**config.mk**
```make
export PLATFORM = sky130hd
export DESIGN_NAME = rom_fetch_sequencer
export DESIGN_NICKNAME = d
export VERILOG_FILES = /design/src/rtl/fetch_pkg.sv /design/src/rtl/fetch_wait_timer.sv /design/src/rtl/rom_fetch_sequencer.sv
export SDC_FILE = /design/constraint.sdc
export NUM_CORES = 1
export LEC_CHECK = 0
export CAP_MARGIN = 20
export CORE_ASPECT_RATIO = 0.8
export CORE_UTILIZATION = 41
export CTS_CLUSTER_SIZE = 10
export DETAILED_ROUTE_END_ITERATION = 7
export PLACE_DENSITY_LB_ADDON = 0.05
export SLEW_MARGIN = 5
export SYNTH_ARGS = -nofsm -noshare
export SYNTH_HDL_FRONTEND = slang
export SYNTH_SLANG_ARGS = --single-unit
```
**constraint.sdc**
```tcl
create_clock -name clk -period 1.7 [get_ports clk]
set_input_delay 0.34 -clock clk [delete_from_list [all_inputs] [get_ports clk]]
set_output_delay 0.34 -clock clk [all_outputs]
set_load 0.1 [all_outputs]
```
**src/rtl/fetch_pkg.sv**
```systemverilog
// fetch_pkg: shared widths, NOP opcode and fetch FSM state encoding
package fetch_pkg;
  localparam int PC_W = 10;
  localparam int HALF_W = 5;
  localparam int INSTR_W = 8;
  localparam logic [INSTR_W-1:0] NOP_OPCODE = 8'h00;
  typedef enum logic [2:0] {IDLE, HI, LO, REQ, DONE} state_e;
endpackage

```
**src/rtl/fetch_wait_timer.sv**
```systemverilog
// fetch_wait_timer: 4-bit saturating wait counter (clk, rst, clr_i, en_i in; expired_o high once the current REQ cycle is the last allowed)
module fetch_wait_timer #(
  parameter int WAIT_MAX = 4
) (
  input  logic clk,
  input  logic rst,
  input  logic clr_i,
  input  logic en_i,
  output logic expired_o
);
  logic [3:0] cnt_q, cnt_d;
  always_comb cnt_d = clr_i ? 4'd0 : (en_i && cnt_q != 4'hF) ? cnt_q + 4'd1 : cnt_q;
  always_ff @(posedge clk) cnt_q <= rst ? 4'd0 : cnt_d;
  assign expired_o = cnt_q >= 4'(WAIT_MAX - 1);
endmodule

```
**src/rtl/rom_fetch_sequencer.sv**
```systemverilog
// rom_fetch_sequencer: walks core PC halves, builds the ROM address, runs req/ack and returns one byte per fetch (NOP on timeout); ports per interface list
module rom_fetch_sequencer
  import fetch_pkg::*;
#(
  parameter int WAIT_MAX = 4,
  parameter logic [INSTR_W-1:0] NOP_BYTE = NOP_OPCODE
) (
  input  logic               clk,
  input  logic               rst,
  input  logic               ena,
  input  logic               cyc_start,
  input  logic [HALF_W-1:0]  pc_hl,
  output logic               pc_mux,
  output logic [PC_W-1:0]    rom_addr,
  output logic               rom_req,
  input  logic               rom_ack,
  input  logic [INSTR_W-1:0] rom_data,
  output logic [INSTR_W-1:0] instr,
  output logic               instr_valid,
  output logic               busy,
  output logic               timeout_err,
  output logic               overrun_err,
  input  logic               err_clr
);
  state_e state_q, state_d;
  logic expired, tmo_set, ovr_set;
  fetch_wait_timer #(.WAIT_MAX(WAIT_MAX)) u_timer (
    .clk(clk),
    .rst(rst),
    .clr_i(ena && state_q == LO),
    .en_i(ena && state_q == REQ && !rom_ack),
    .expired_o(expired)
  );
  // ack on the final allowed cycle still counts as success
  assign tmo_set = state_q == REQ && !rom_ack && expired;
  assign ovr_set = cyc_start && state_q != IDLE;
  always_comb
    state_d = state_q == IDLE ? (cyc_start ? HI : IDLE) :
              state_q == HI   ? LO :
              state_q == LO   ? REQ :
              state_q == REQ  ? ((rom_ack || expired) ? DONE : REQ) : IDLE;
  always_ff @(posedge clk) begin
    if (rst) begin
      state_q     <= IDLE;
      pc_mux      <= 1'b0;
      rom_addr    <= '0;
      rom_req     <= 1'b0;
      instr       <= NOP_BYTE;
      instr_valid <= 1'b0;
      busy        <= 1'b0;
      timeout_err <= 1'b0;
      overrun_err <= 1'b0;
    end else if (ena) begin
      state_q     <= state_d;
      pc_mux      <= state_d == HI;
      rom_req     <= state_d == REQ;
      instr_valid <= state_d == DONE;
      busy        <= state_d != IDLE;
      if (state_q == HI) rom_addr[PC_W-1:HALF_W] <= pc_hl;
      if (state_q == LO) rom_addr[HALF_W-1:0] <= pc_hl;
      if (state_q == REQ && rom_ack) instr <= rom_data;
      else if (tmo_set) instr <= NOP_BYTE;
      timeout_err <= tmo_set || (timeout_err && !err_clr);
      overrun_err <= ovr_set || (overrun_err && !err_clr);
    end
  end
endmodule

```
==> results.cfg <==
[critical_path]
worst-path-max-fanout = 8
path_cells = ha_1 > or4_4 > and2_2 > a31o_2
cp.required_ns = 1.88
slowest_stage = or4_4
crit_arrival_ns = 1.81
r2r_start = u_timer.cnt_q[0]
rrSetupSlack_ns = 0.07
worst-setup-path-type = reg -> reg
cp-start-kind = register
cp_slowest_stage_delay_ns = 0.44
reg2reg_to = instr[5]
reg2reg_depth = 4
end_kind = register

[placed_design]
gp_congestion = 0.727
io_buffer_count = 42
postPlaceCellArea_mm2 = 0.00216
dp_hpwl_um = 2730
dp_worst_setup_slack_ns = -0.197

[floorplanning]
initial_utilization_pct = 43.7
coreArea_mm2 = 0.00313
die_area_mm2 = 0.00357
dieHeight_um = 53.7
die_x_um = 66.6
rows = 18
pin_count = 43

[grt]
busiest_layer = met2
grt_use_met1_pct = 29.0
grt-ovfl-total = 0
grt_pass1_vias = 1306
use_met3_pct = 5.08
grt_usage_pct = 22.9
grt_max_degree = 13
antenna_found_initial = 0
use_met2_pct = 37.2
grt_pass1_wl_um = 5900

[worst_hold_path]
hold_class = reg -> reg
min_to = timeout_err
worstHoldStart = timeout_err
holdPathStages = 2

[drt]
drc = 0
drt_first_pass_iters = 4
drtIter0Drc = 82
routed_via_density = 5.39
wl_um = 3680
wl_per_cell_um = 14.9
ant_nets = 0
vias = 1331

[timing]
setup-violations-final = 0
setup_slack_ns = 0.0713
clock.fmax_mhz = 614
hold_ws_ns = 0.494
fin_setup_tns_ns = 0
finalHoldViolations = 0
rsz0062_at_grt = false
period_needed_ns = 1.63
worst_pin_slew_ns = 0.478
period_share_pct = 95.8
maxSlewHeadroom_pct = 67.7
drv_slew = 0
skew_ns = 0.00541

[logic_synthesis]
syn-num-nets = 171
ys_seq_elements = 31
synth_cell_types = 34
synth_enable_flop_cells = 0
synth_ff_type = dfxtp_1
synth.avg_cell_area_um2 = 9.06
synth_area_mm2 = 0.00137
yosys_warnings = 0
ys_seq_area_share_pct = 45.4
netlist_instances = 151
async_reset_ff_share_pct = 0

[cts]
htreeDepth = 2
postCtsSetupBuffers = 0
cts_resized = 0
cts_buffer_depth = 2
hold_buffers = 0
numClockSinks = 31
clk_pin_slew_worst_paths_ns = 0.07
cts_tree = built
clockRootBuffer = clkbuf_8
numCtsBuffers = 5
clk_latency_ns = 0.29

[status]
run_status = finished, final reports clean

[pwr]
peakVddDrop_mv = 0.573
p_leak_nw = 0.858
p_per_area_mw_per_mm2 = 742

[finish]
finish.instance_area_mm2 = 0.00227
drive_above_1_share_pct = 30.9
nets = 226
final.fill_count = 226
layout_common_cells = dfxtp_1 (31), buf_12 (24), a21oi_1 (22)
antennaDiodeCount = 0
final_common_cell = dfxtp_1
syn_to_final_growth_pct = 66.1

[job]
drv_cap = 0
-- flip-flops by register name, indices dropped and copies added, names as in the netlist --
register / count
rom_addr: 10
instr: 8
u_timer.cnt_q: 4
state_q: 3
busy: 1
instr_valid: 1
overrun_err: 1
pc_mux: 1
rom_req: 1
timeout_err: 1
-- layer usage --
layer	share of wire, %	vias up
met2	49	29
met3	3.3	8
met5	0	-
met1	46	643
met4	1.7	0
li1	-	651
-- synthesized netlist by cell type (2+ instances only) --
master | instances | area share (%)
nand2b_1 | 13 | 5.9
nand2_1 | 16 | 4.4
nor4_1 | 2 | 0.91
nand3_1 | 4 | 1.5
nor4bb_1 | 2 | 1.5
clkbuf_1 | 10 | 2.7
mux2i_1 | 7 | 5.1
a21oi_1 | 22 | 8.1
o311ai_0 | 2 | 1.3
and4b_1 | 2 | 1.5
nor2_1 | 6 | 1.6
nand4b_1 | 2 | 1.3
buf_2 | 3 | 1.1
a31o_2 | 8 | 5.1
inv_1 | 3 | 0.82
dfxtp_1 | 31 | 45
-- area by class of cell --
cell class                      instances  area, um2  area share (%)
Clock buffer                            8        100            4.41
Inverter                                3       11.3           0.496
Multi-Input combinational cell        103        679            29.9
Sequential cell                        31        621            27.3
Tap cell                               40       50.0            2.20
Timing Repair Buffer                   62        811            35.7
-- per-stage QoR --
step                cells  utilization, %  total power [mW]
floorplan             151               -             0.925
global placement      239            69.1              1.05
detailed placement    239            69.1              1.06
CTS                   247            72.3              1.70
global route          247            72.6              1.75
finish                247            72.6              1.69
-- kinds of logic (layout without fill, tap and decap cells) --
kind of cell             after synthesis  after routing  share of synthesized area, %
AO/OA/AOI/OAI                         39             39                          18.9
adder cells (fa/ha/maj)                1              1                         0.915
buffers and inverters                 17             73                          5.49
flip-flops                            31             31                          45.4
multiplexers                           7              7                          5.12
AND/OR/NAND/NOR                       56             56                          24.2
-- power breakdown --
part / switching [mW] / internal, mW
sequential: 0.0238 / 0.742
clock: 0.271 / 0.369
combinational: 0.152 / 0.130
total: 0.446 / 1.24
-- critical path: cells and delay by family (launching register included) --
family	cells	cell delay, ns
adder cells (fa/ha/maj)	1	0.25
AND/OR/NAND/NOR	2	0.69
flip-flops	1	0.33
AO/OA/AOI/OAI	1	0.25
-- how the worst max path moves through the flow --
| stage | startpoint | end | slack, ns |
|---|---|---|---|
| final | u_timer.cnt_q[0] | instr[5] | 0.07 |
| after global routing | state_q[0] | u_timer.cnt_q[0] | 0.008 |
| after CTS | u_timer.cnt_q[0] | instr[5] | 0.09 |
| after detailed placement | rom_ack | instr[5] | -0.20 |
| after global placement | rom_ack | state_q[0] | -0.21 |
| after floorplan | u_timer.cnt_q[0] | instr[0] | 0.07 |
Note: power is estimated with default switching activity, not from simulation.
